--- config.mk ---
export PLATFORM = sky130hd
export DESIGN_NAME = axi_reg_write_arbiter
export DESIGN_NICKNAME = d
export VERILOG_FILES = /design/src/rtl/axi_reg_write_arbiter.sv
export SDC_FILE = /design/constraint.sdc
export NUM_CORES = 1
export LEC_CHECK = 0
export ABC_AREA = 1
export CAP_MARGIN = 20
export CORE_ASPECT_RATIO = 0.6
export CORE_MARGIN = 10
export CORE_UTILIZATION = 58
export CTS_BUF_LIST = sky130_fd_sc_hd__clkbuf_4 sky130_fd_sc_hd__clkbuf_8 sky130_fd_sc_hd__clkbuf_16
export DETAILED_ROUTE_END_ITERATION = 8
export PLACE_DENSITY = 0.85
export SETUP_SLACK_MARGIN = 0.3
export SYNTH_ARGS = -nofsm -noshare
export SYNTH_HDL_FRONTEND = slang
export SYNTH_SLANG_ARGS = --single-unit
--- constraint.sdc ---
create_clock -name axi_clk -period 7 [get_ports axi_clk]
set_input_delay 1.4 -clock axi_clk [delete_from_list [all_inputs] [get_ports axi_clk]]
set_output_delay 1.4 -clock axi_clk [all_outputs]
set_load 0.02 [all_outputs]
--- src/rtl/axi_reg_write_arbiter.sv ---
`default_nettype none
// ============================================================================
// Module   : axi_reg_write_arbiter
// Purpose  : Queues and address-checks AXI-lite writes, then round-robins them
//            with core status writes onto one registered register-bank port.
// Revision : 1.0  initial release
// ============================================================================
module axi_reg_write_arbiter #(
  parameter int unsigned         NUM_REGS   = 16,
  parameter int unsigned         FIFO_DEPTH = 4,
  parameter logic [NUM_REGS-1:0] RO_MASK    = '0,
  localparam int unsigned        IW         = $clog2(NUM_REGS),
  localparam int unsigned        AW         = IW + 3,
  localparam int unsigned        LW         = $clog2(FIFO_DEPTH) + 1
) (
  input  logic          axi_clk,
  input  logic          rstn,
  input  logic          axi_wr_valid,
  input  logic [AW-1:0] axi_wr_addr,
  input  logic [31:0]   axi_wr_data,
  input  logic          core_wr_valid,
  output logic          core_wr_ready,
  input  logic [IW-1:0] core_wr_idx,
  input  logic [31:0]   core_wr_data,
  output logic          reg_wr_en,
  output logic [IW-1:0] reg_wr_idx,
  output logic [31:0]   reg_wr_data,
  output logic          reg_wr_src,
  output logic [LW-1:0] fifo_level,
  output logic          err_overflow,
  output logic          err_addr,
  input  logic          err_clear
);

  localparam int unsigned PW = $clog2(FIFO_DEPTH);

  typedef enum logic {
    GNT_AXI  = 1'b0,
    GNT_CORE = 1'b1
  } grant_e;

  logic [IW-1:0] fifo_idx_q  [FIFO_DEPTH];
  logic [31:0]   fifo_data_q [FIFO_DEPTH];

  logic [PW-1:0] wr_ptr_q, wr_ptr_d;
  logic [PW-1:0] rd_ptr_q, rd_ptr_d;
  logic [LW-1:0] level_q, level_d;
  grant_e        last_q, last_d;
  logic          en_q, en_d;
  logic [IW-1:0] idx_q, idx_d;
  logic [31:0]   data_q, data_d;
  logic          src_q, src_d;
  logic          err_ovf_q, err_ovf_d;
  logic          err_addr_q, err_addr_d;

  logic [IW-1:0] axi_idx;
  logic          addr_bad;
  logic          push_req;
  logic          fifo_full;
  logic          fne;
  logic          grant_core;
  logic          grant_axi;
  logic          push;
  logic          pop;

  // Misaligned, beyond the register window (top address bit) or read-only.
  assign axi_idx   = axi_wr_addr[IW+1:2];
  assign addr_bad  = (axi_wr_addr[1:0] != 2'b00) | axi_wr_addr[AW-1] | RO_MASK[axi_idx];
  assign push_req  = axi_wr_valid & ~addr_bad;
  assign fifo_full = (level_q == LW'(FIFO_DEPTH));
  assign fne       = (level_q != '0);

  // Core is only held off when the FIFO is waiting and the core won last time.
  assign core_wr_ready = rstn & (~fne | (last_q == GNT_AXI));
  assign grant_core    = core_wr_valid & core_wr_ready;
  assign grant_axi     = fne & ~grant_core;

  // A same-cycle pop frees the slot a full-FIFO push needs.
  assign pop  = grant_axi;
  assign push = push_req & (~fifo_full | pop);

  always_comb begin
    wr_ptr_d   = wr_ptr_q;
    rd_ptr_d   = rd_ptr_q;
    level_d    = level_q;
    last_d     = last_q;
    en_d       = 1'b0;
    idx_d      = idx_q;
    data_d     = data_q;
    src_d      = src_q;
    err_ovf_d  = (push_req & fifo_full & ~pop) | (err_ovf_q & ~err_clear);
    err_addr_d = (axi_wr_valid & addr_bad) | (err_addr_q & ~err_clear);

    if (push) wr_ptr_d = wr_ptr_q + 1'b1;
    if (pop)  rd_ptr_d = rd_ptr_q + 1'b1;
    case ({push, pop})
      2'b10:   level_d = level_q + 1'b1;
      2'b01:   level_d = level_q - 1'b1;
      default: level_d = level_q;
    endcase

    if (grant_core) begin
      en_d   = 1'b1;
      idx_d  = core_wr_idx;
      data_d = core_wr_data;
      src_d  = 1'b1;
      last_d = GNT_CORE;
    end else if (grant_axi) begin
      en_d   = 1'b1;
      idx_d  = fifo_idx_q[rd_ptr_q];
      data_d = fifo_data_q[rd_ptr_q];
      src_d  = 1'b0;
      last_d = GNT_AXI;
    end
  end

  always_ff @(posedge axi_clk) begin
    if (!rstn) begin
      wr_ptr_q   <= '0;
      rd_ptr_q   <= '0;
      level_q    <= '0;
      last_q     <= GNT_CORE;
      en_q       <= 1'b0;
      idx_q      <= '0;
      data_q     <= '0;
      src_q      <= 1'b0;
      err_ovf_q  <= 1'b0;
      err_addr_q <= 1'b0;
    end else begin
      wr_ptr_q   <= wr_ptr_d;
      rd_ptr_q   <= rd_ptr_d;
      level_q    <= level_d;
      last_q     <= last_d;
      en_q       <= en_d;
      idx_q      <= idx_d;
      data_q     <= data_d;
      src_q      <= src_d;
      err_ovf_q  <= err_ovf_d;
      err_addr_q <= err_addr_d;
    end
  end

  // Storage needs no reset: occupancy is tracked by the pointers and level.
  always_ff @(posedge axi_clk) begin
    if (push) begin
      fifo_idx_q[wr_ptr_q]  <= axi_idx;
      fifo_data_q[wr_ptr_q] <= axi_wr_data;
    end
  end

  assign reg_wr_en    = en_q;
  assign reg_wr_idx   = idx_q;
  assign reg_wr_data  = data_q;
  assign reg_wr_src   = src_q;
  assign fifo_level   = level_q;
  assign err_overflow = err_ovf_q;
  assign err_addr     = err_addr_q;

endmodule
`default_nettype wire
==> reports/qor.yml, run 1 <==
routabilityCongestion: 0.8185
synth_top_cell_by_area: "edfxtp_1"
clk_pin_slew_ns: 0.07
wire_per_inst_um: 18.39
hold_buffers: 0
ys_seq_area_share_pct: 65.12
ioPinCount: 124
cts_root_buffer: "clkbuf_16"
antenna_found_initial: 2
wl_met3_um: 2199
met1_length_um: 8896
synth_top_family_by_area: "simple AND/OR/NAND/NOR gates"
synth_simple_gate_area_share_pct: 22.89
p_leak_uw: 0.004189
finClkSkew_ns: 0.009546
overflow: 0
via_per_inst: 5.515
r2r_start: "fifo_level[2]"
grt_pass1_wl_um: 32650
numCtsBuffers: 17
slowest_delay_ns: 0.72
whs_ns: 0.4738
fin_area_um2: 10140
ant_nets: 0
ff2ff_path_depth: 13
die_h_um: 112.0
synth_xor_area_share_pct: 0.1071
grt_max_degree: 73
crit_fanout: 45
min_to: "err_addr"
hold_start: "err_addr"
synth-main-ff-cell: "edfxtp_1"
finalSetupTns_ns: 0
cp-start-kind: "primary input"
coreArea_um2: 13710
cts_buffer_depth: 2
syn_area_um2: 8178
met2_length_um: 9821
drt_iter0_markers: 717
slew_headroom_pct: 36.07
combPwrFrac_pct: 30.7
ys_types: 26
avgSynthCellArea_um2: 9.736
die-area_um2: 19400
dp_hpwl_um: 12510
required_ns: 5.60
power_uw: 3473
finalHoldViolations: 0
die_x_um: 173.3
cts_tree: "built"
whs_path_depth: 2
worstPathCellList: "buf_2 > inv_2 > a21oi_4 > clkdlybuf4s50_1"
setup_viol_count_final: 0
drv_slew: 0
power_frac_seq_pct: 40.2
synthMuxAreaShare_pct: 0
crit_path_end_kind: "output port"
status: "finished clean"
clk_latency_ns: 0.43
critPathArrivalTime_ns: 3.36
std_cell_rows: 33
finalCritPeriodShare_pct: 67.99
max_freq_ghz: 0.2101
r2r_setup_slack_ns: 3.97
synth-edff-count: 144
critical_path_class: "in2out"
fin_crit_ns: 4.759
layout_common_cells: "205 x nand2_1, 144 x edfxtp_1, 132 x nand3_1"
start_util_pct: 59.66
io_buffers: 123
cts.sinks: 194
worstMarginPinSlew_ns: 0.9590
postCtsSetupBuffers: 0
drt_drc_violations_left: 0
switching_share_pct: 33.21
ys_top_cells_by_area: "edfxtp_1 53%, dfxtp_1 12%, nand2_1 9.4%, nand3_1 8.1%, nor2_1 4.4%"
cts_resized: 0
syn_inst: 840
clkPwrFrac_pct: 29.1
r2r_end: "fifo_level[2]"
power.switching_uw: 1153
placed_cell_area_um2: 9505
worst_slack_ns: 2.241
fillCellCount: 918
drive_gt1_share_pct: 5.950
synth_compound_area_share_pct: 3.993
pwr_density_cell_nw_per_um2: 342.4
hold_path.class: "reg2reg"
synth-warning-count: 0
synth_top_area_share_pct: 52.88
grt_pass1_vias: 5935
layout_commonest_cell: "nand2_1"
h-tree-depth: 4
pre_cts_slack_ns: 2.270
intPower_uw: 2319
firstDrtPassIters: 5
peakVddDrop_mv: 0.1966
grt_setup_unrepaired: "false"
wl_um: 21180
areaGrowthSynthToFinish_pct: 24.04
synthesis.nets: 926
slowest_stage: "buf_2"
synth_adder_area_share_pct: 1.010
ys_async_sr_fraction_pct: 0
final_nets: 1031
synth_seq_cells: 194
dr.max_layer_used: "met4"
grt_use_total_pct: 21.14
drv_cap: 0
num_vias: 6353
## power by group through the flow
stage / Sequential (µW) / Combinational (µW) / Clock [µW]
2_1_floorplan: 1510 / 563 / 0
3_3_place_gp: 1420 / 1010 / 0
3_5_place_dp: 1420 / 1030 / 0
4_1_cts: 1390 / 1050 / 1010
5_1_grt: 1400 / 1160 / 1060
6_report: 1390 / 1070 / 1010
## worst max-delay path: cells and delay by family
family,cells,cell delay [ns]
buffers and inverters,3,1.68
AO/OA/AOI/OAI,1,0.26
## layer usage
layer  up-vias  GRT usage (%)
li1       2975              -
met1      2980          28.60
met2       369          33.64
met3        29          5.128
met4         0          5.378
met5         -              0
## registers in the layout, indices dropped and copies added (netlist names), named ones only
signal        flops
err_overflow      1
reg_wr_idx        4
reg_wr_en         1
reg_wr_src        1
fifo_data_q     128
rd_ptr_q          2
reg_wr_data      32
err_addr          1
fifo_level        3
fifo_idx_q       16
wr_ptr_q          2
last_q            1
## logic make-up (layout without fill, tap and decap cells)
group,count (synthesis),in the layout
AND/OR/NAND/NOR,440,440
flip-flops,194,194
buffers and inverters,136,254
AO/OA/AOI/OAI,63,63
adder cells (fa/ha/maj),6,6
XOR/XNOR,1,1
other,0,2
## layout make-up
class	count	area [µm²]	share of cell area, %
antenna	2	5.005	0.04934
sequential	194	5326	52.51
inverter	90	337.8	3.330
clock buffer	22	480.5	4.737
tap	192	240.2	2.368
timing repair buffer	132	1301	12.83
clock inverter	10	132.6	1.308
multi-input combinational	510	2320	22.87
## cell usage after synthesis, types with 2 or more instances
master and number:
nand2_1 205, edfxtp_1 144, nand3_1 132, nor2_1 95
inv_1 87, dfxtp_1 50, o21ai_0 48, clkbuf_1 19
buf_2 15, a21oi_1 11, buf_4 9, ha_1 5
buf_1 3, o21ai_1 3, inv_2 2, nand2_4 2
## how the worst max path moves through the flow
stage	startpoint	to	cells past startpoint
global placement	rstn	core_wr_ready	4
finish	rstn	core_wr_ready	4
floorplan	axi_wr_addr[1]	fifo_data_q[0][0]	5
global route	rstn	core_wr_ready	4
detailed placement	rstn	core_wr_ready	4
CTS	rstn	core_wr_ready	4
## metrics by stage
stage / utilization, % / instances
after floorplan: - / 840
after global placement: 69.34 / 1117
after detailed placement: 69.34 / 1117
after CTS: 73.81 / 1149
after global routing: 73.96 / 1150
final: 74.00 / 1152
Power figures use the tool's default switching activity.
==> run 2: changes to the inputs <==
--- a/config.mk
+++ b/config.mk
@@ -9,10 +9,10 @@
 export CAP_MARGIN = 20
 export CORE_ASPECT_RATIO = 0.6
 export CORE_MARGIN = 10
-export CORE_UTILIZATION = 58
+export CORE_UTILIZATION = 54
 export CTS_BUF_LIST = sky130_fd_sc_hd__clkbuf_4 sky130_fd_sc_hd__clkbuf_8 sky130_fd_sc_hd__clkbuf_16
 export DETAILED_ROUTE_END_ITERATION = 8
-export PLACE_DENSITY = 0.85
+export PLACE_DENSITY = 0.8
 export SETUP_SLACK_MARGIN = 0.3
 export SYNTH_ARGS = -nofsm -noshare
 export SYNTH_HDL_FRONTEND = slang
==> constraint.sdc (replaced) <==
create_clock -name axi_clk -period 4.5 [get_ports axi_clk]
set_input_delay 0.9 -clock axi_clk [delete_from_list [all_inputs] [get_ports axi_clk]]
set_output_delay 0.9 -clock axi_clk [all_outputs]
set_load 0.02 [all_outputs]
==> reports/qor.yml, run 2 (synthesized netlist as in run 1, its figures left out) <==
overflow: 0
grt_pass1_wl_um: 32660
finalCritPeriodShare_pct: 72.35
finalSetupTns_ns: 0
areaGrowthSynthToFinish_pct: 23.78
die_x_um: 178.9
intPower_uw: 3456
cts.sinks: 194
ioPinCount: 124
switching_share_pct: 34.57
via_per_inst: 5.456
clk_latency_ns: 0.43
placed_cell_area_um2: 9535
cts_root_buffer: "clkbuf_16"
combPwrFrac_pct: 31.2
power_frac_seq_pct: 41.3
critPathArrivalTime_ns: 2.36
hold_path.class: "reg2reg"
largest_register_ffs: 128
final_nets: 1034
slew_headroom_pct: 48.70
die-area_um2: 20630
grt_setup_unrepaired: "false"
grt_use_total_pct: 20.47
clk_pin_slew_ns: 0.07
drive_gt1_share_pct: 6.243
start_util_pct: 55.72
finalHoldViolations: 0
crit_path_end_kind: "output port"
cp-start-kind: "primary input"
power.switching_uw: 1826
cts_buffer_depth: 2
drt_drc_violations_left: 0
pwr_density_cell_nw_per_um2: 521.8
wire_per_inst_um: 18.11
routabilityCongestion: 0.8104
cts_resized: 0
worstMarginPinSlew_ns: 0.7695
grt_pass1_vias: 5720
numCtsBuffers: 17
cts_tree: "built"
fin_util_pct: 68.97
finClkSkew_ns: 0.01060
wl_um: 20990
layout_commonest_cell: "nand2_1"
postCtsSetupBuffers: 0
firstDrtPassIters: 5
crit_fanout: 16
regMostFlops: "fifo_data_q"
coreArea_um2: 14680
power_uw: 5281
antenna_found_initial: 0
drv_slew: 0
peakVddDrop_mv: 0.2815
die_h_um: 115.3
drt_iter0_markers: 749
hold_buffers: 0
required_ns: 3.60
n_antenna_cell: 0
num_vias: 6323
clkPwrFrac_pct: 27.5
setup_viol_count_final: 0
std_cell_rows: 34
critical_path_class: "in2out"
grt_max_degree: 73
dp_hpwl_um: 13760
fin_area_um2: 10120
io_buffers: 123
ant_nets: 0
fin_crit_ns: 3.256
h-tree-depth: 4
drv_cap: 0
p_leak_uw: 0.004166
max_freq_ghz: 0.3072
layout_common_cells: "205 x nand2_1, 144 x edfxtp_1, 132 x nand3_1"
status: "finished clean"
-- run 2: cell types whose count changed in the layout (fill, tap and decap cells not counted), sizes merged --
| cell | change |
|---|---|
| buf | +3 |
| bufinv | -2 |
| clkbuf | -4 |
| clkinvlp | +3 |
| diode | -2 |
| inv | +3 |
-- run 2: path summary, 6_finish.rpt --
path | from | end | slack [ns] | cells after the start
max | rstn | core_wr_ready | 1.24 | 4
max reg2reg | fifo_level[0] | fifo_level[2] | 1.78 | 12
min reg2reg | err_overflow | err_overflow | 0.47 | 2
min | err_overflow | err_overflow | 0.47 | 2
-- run 2: metrics by stage --
stage	instances	hold WS [ns]	setup slack, ns
2_1_floorplan	840	0.4663	1.088
3_3_place_gp	1126	0.4595	1.130
3_5_place_dp	1126	0.4596	1.055
4_1_cts	1158	0.4702	1.274
5_1_grt	1159	0.4943	1.213
6_report	1159	0.4664	1.244
-- run 2: power groups by stage --
stage	clock, µW	combinational, µW	sequential [µW]
floorplan	0	876	2350
global placement	0	1590	2210
detailed placement	0	1620	2220
CTS	1450	1630	2180
global route	1540	1820	2200
finish	1450	1650	2180
-- run 2: area by class of cell --
cell class,instances,area (µm²)
well taps,198,247.7
clock buffers,18,432.9
inverters,90,337.8
fillers,1037,4554
repair buffers,135,1324
clock inverters,14,133.9
multi-input cells,510,2320
flip-flops and latches,194,5326
-- run 2: metal layers --
metal / track usage, % / vias up / part of all wire, %
li1: - / 2978 / -
met1: 31.12 / 2940 / 45
met2: 28.28 / 387 / 42
met3: 5.501 / 18 / 12
met4: 4.717 / 0 / 0.76
met5: 0 / - / 0
-- run 2: critical path: stages --
cell and delay (ns):
buf_2 0.32, inv_2 0.22, a21oi_4 0.26, clkdlybuf4s50_1 0.65
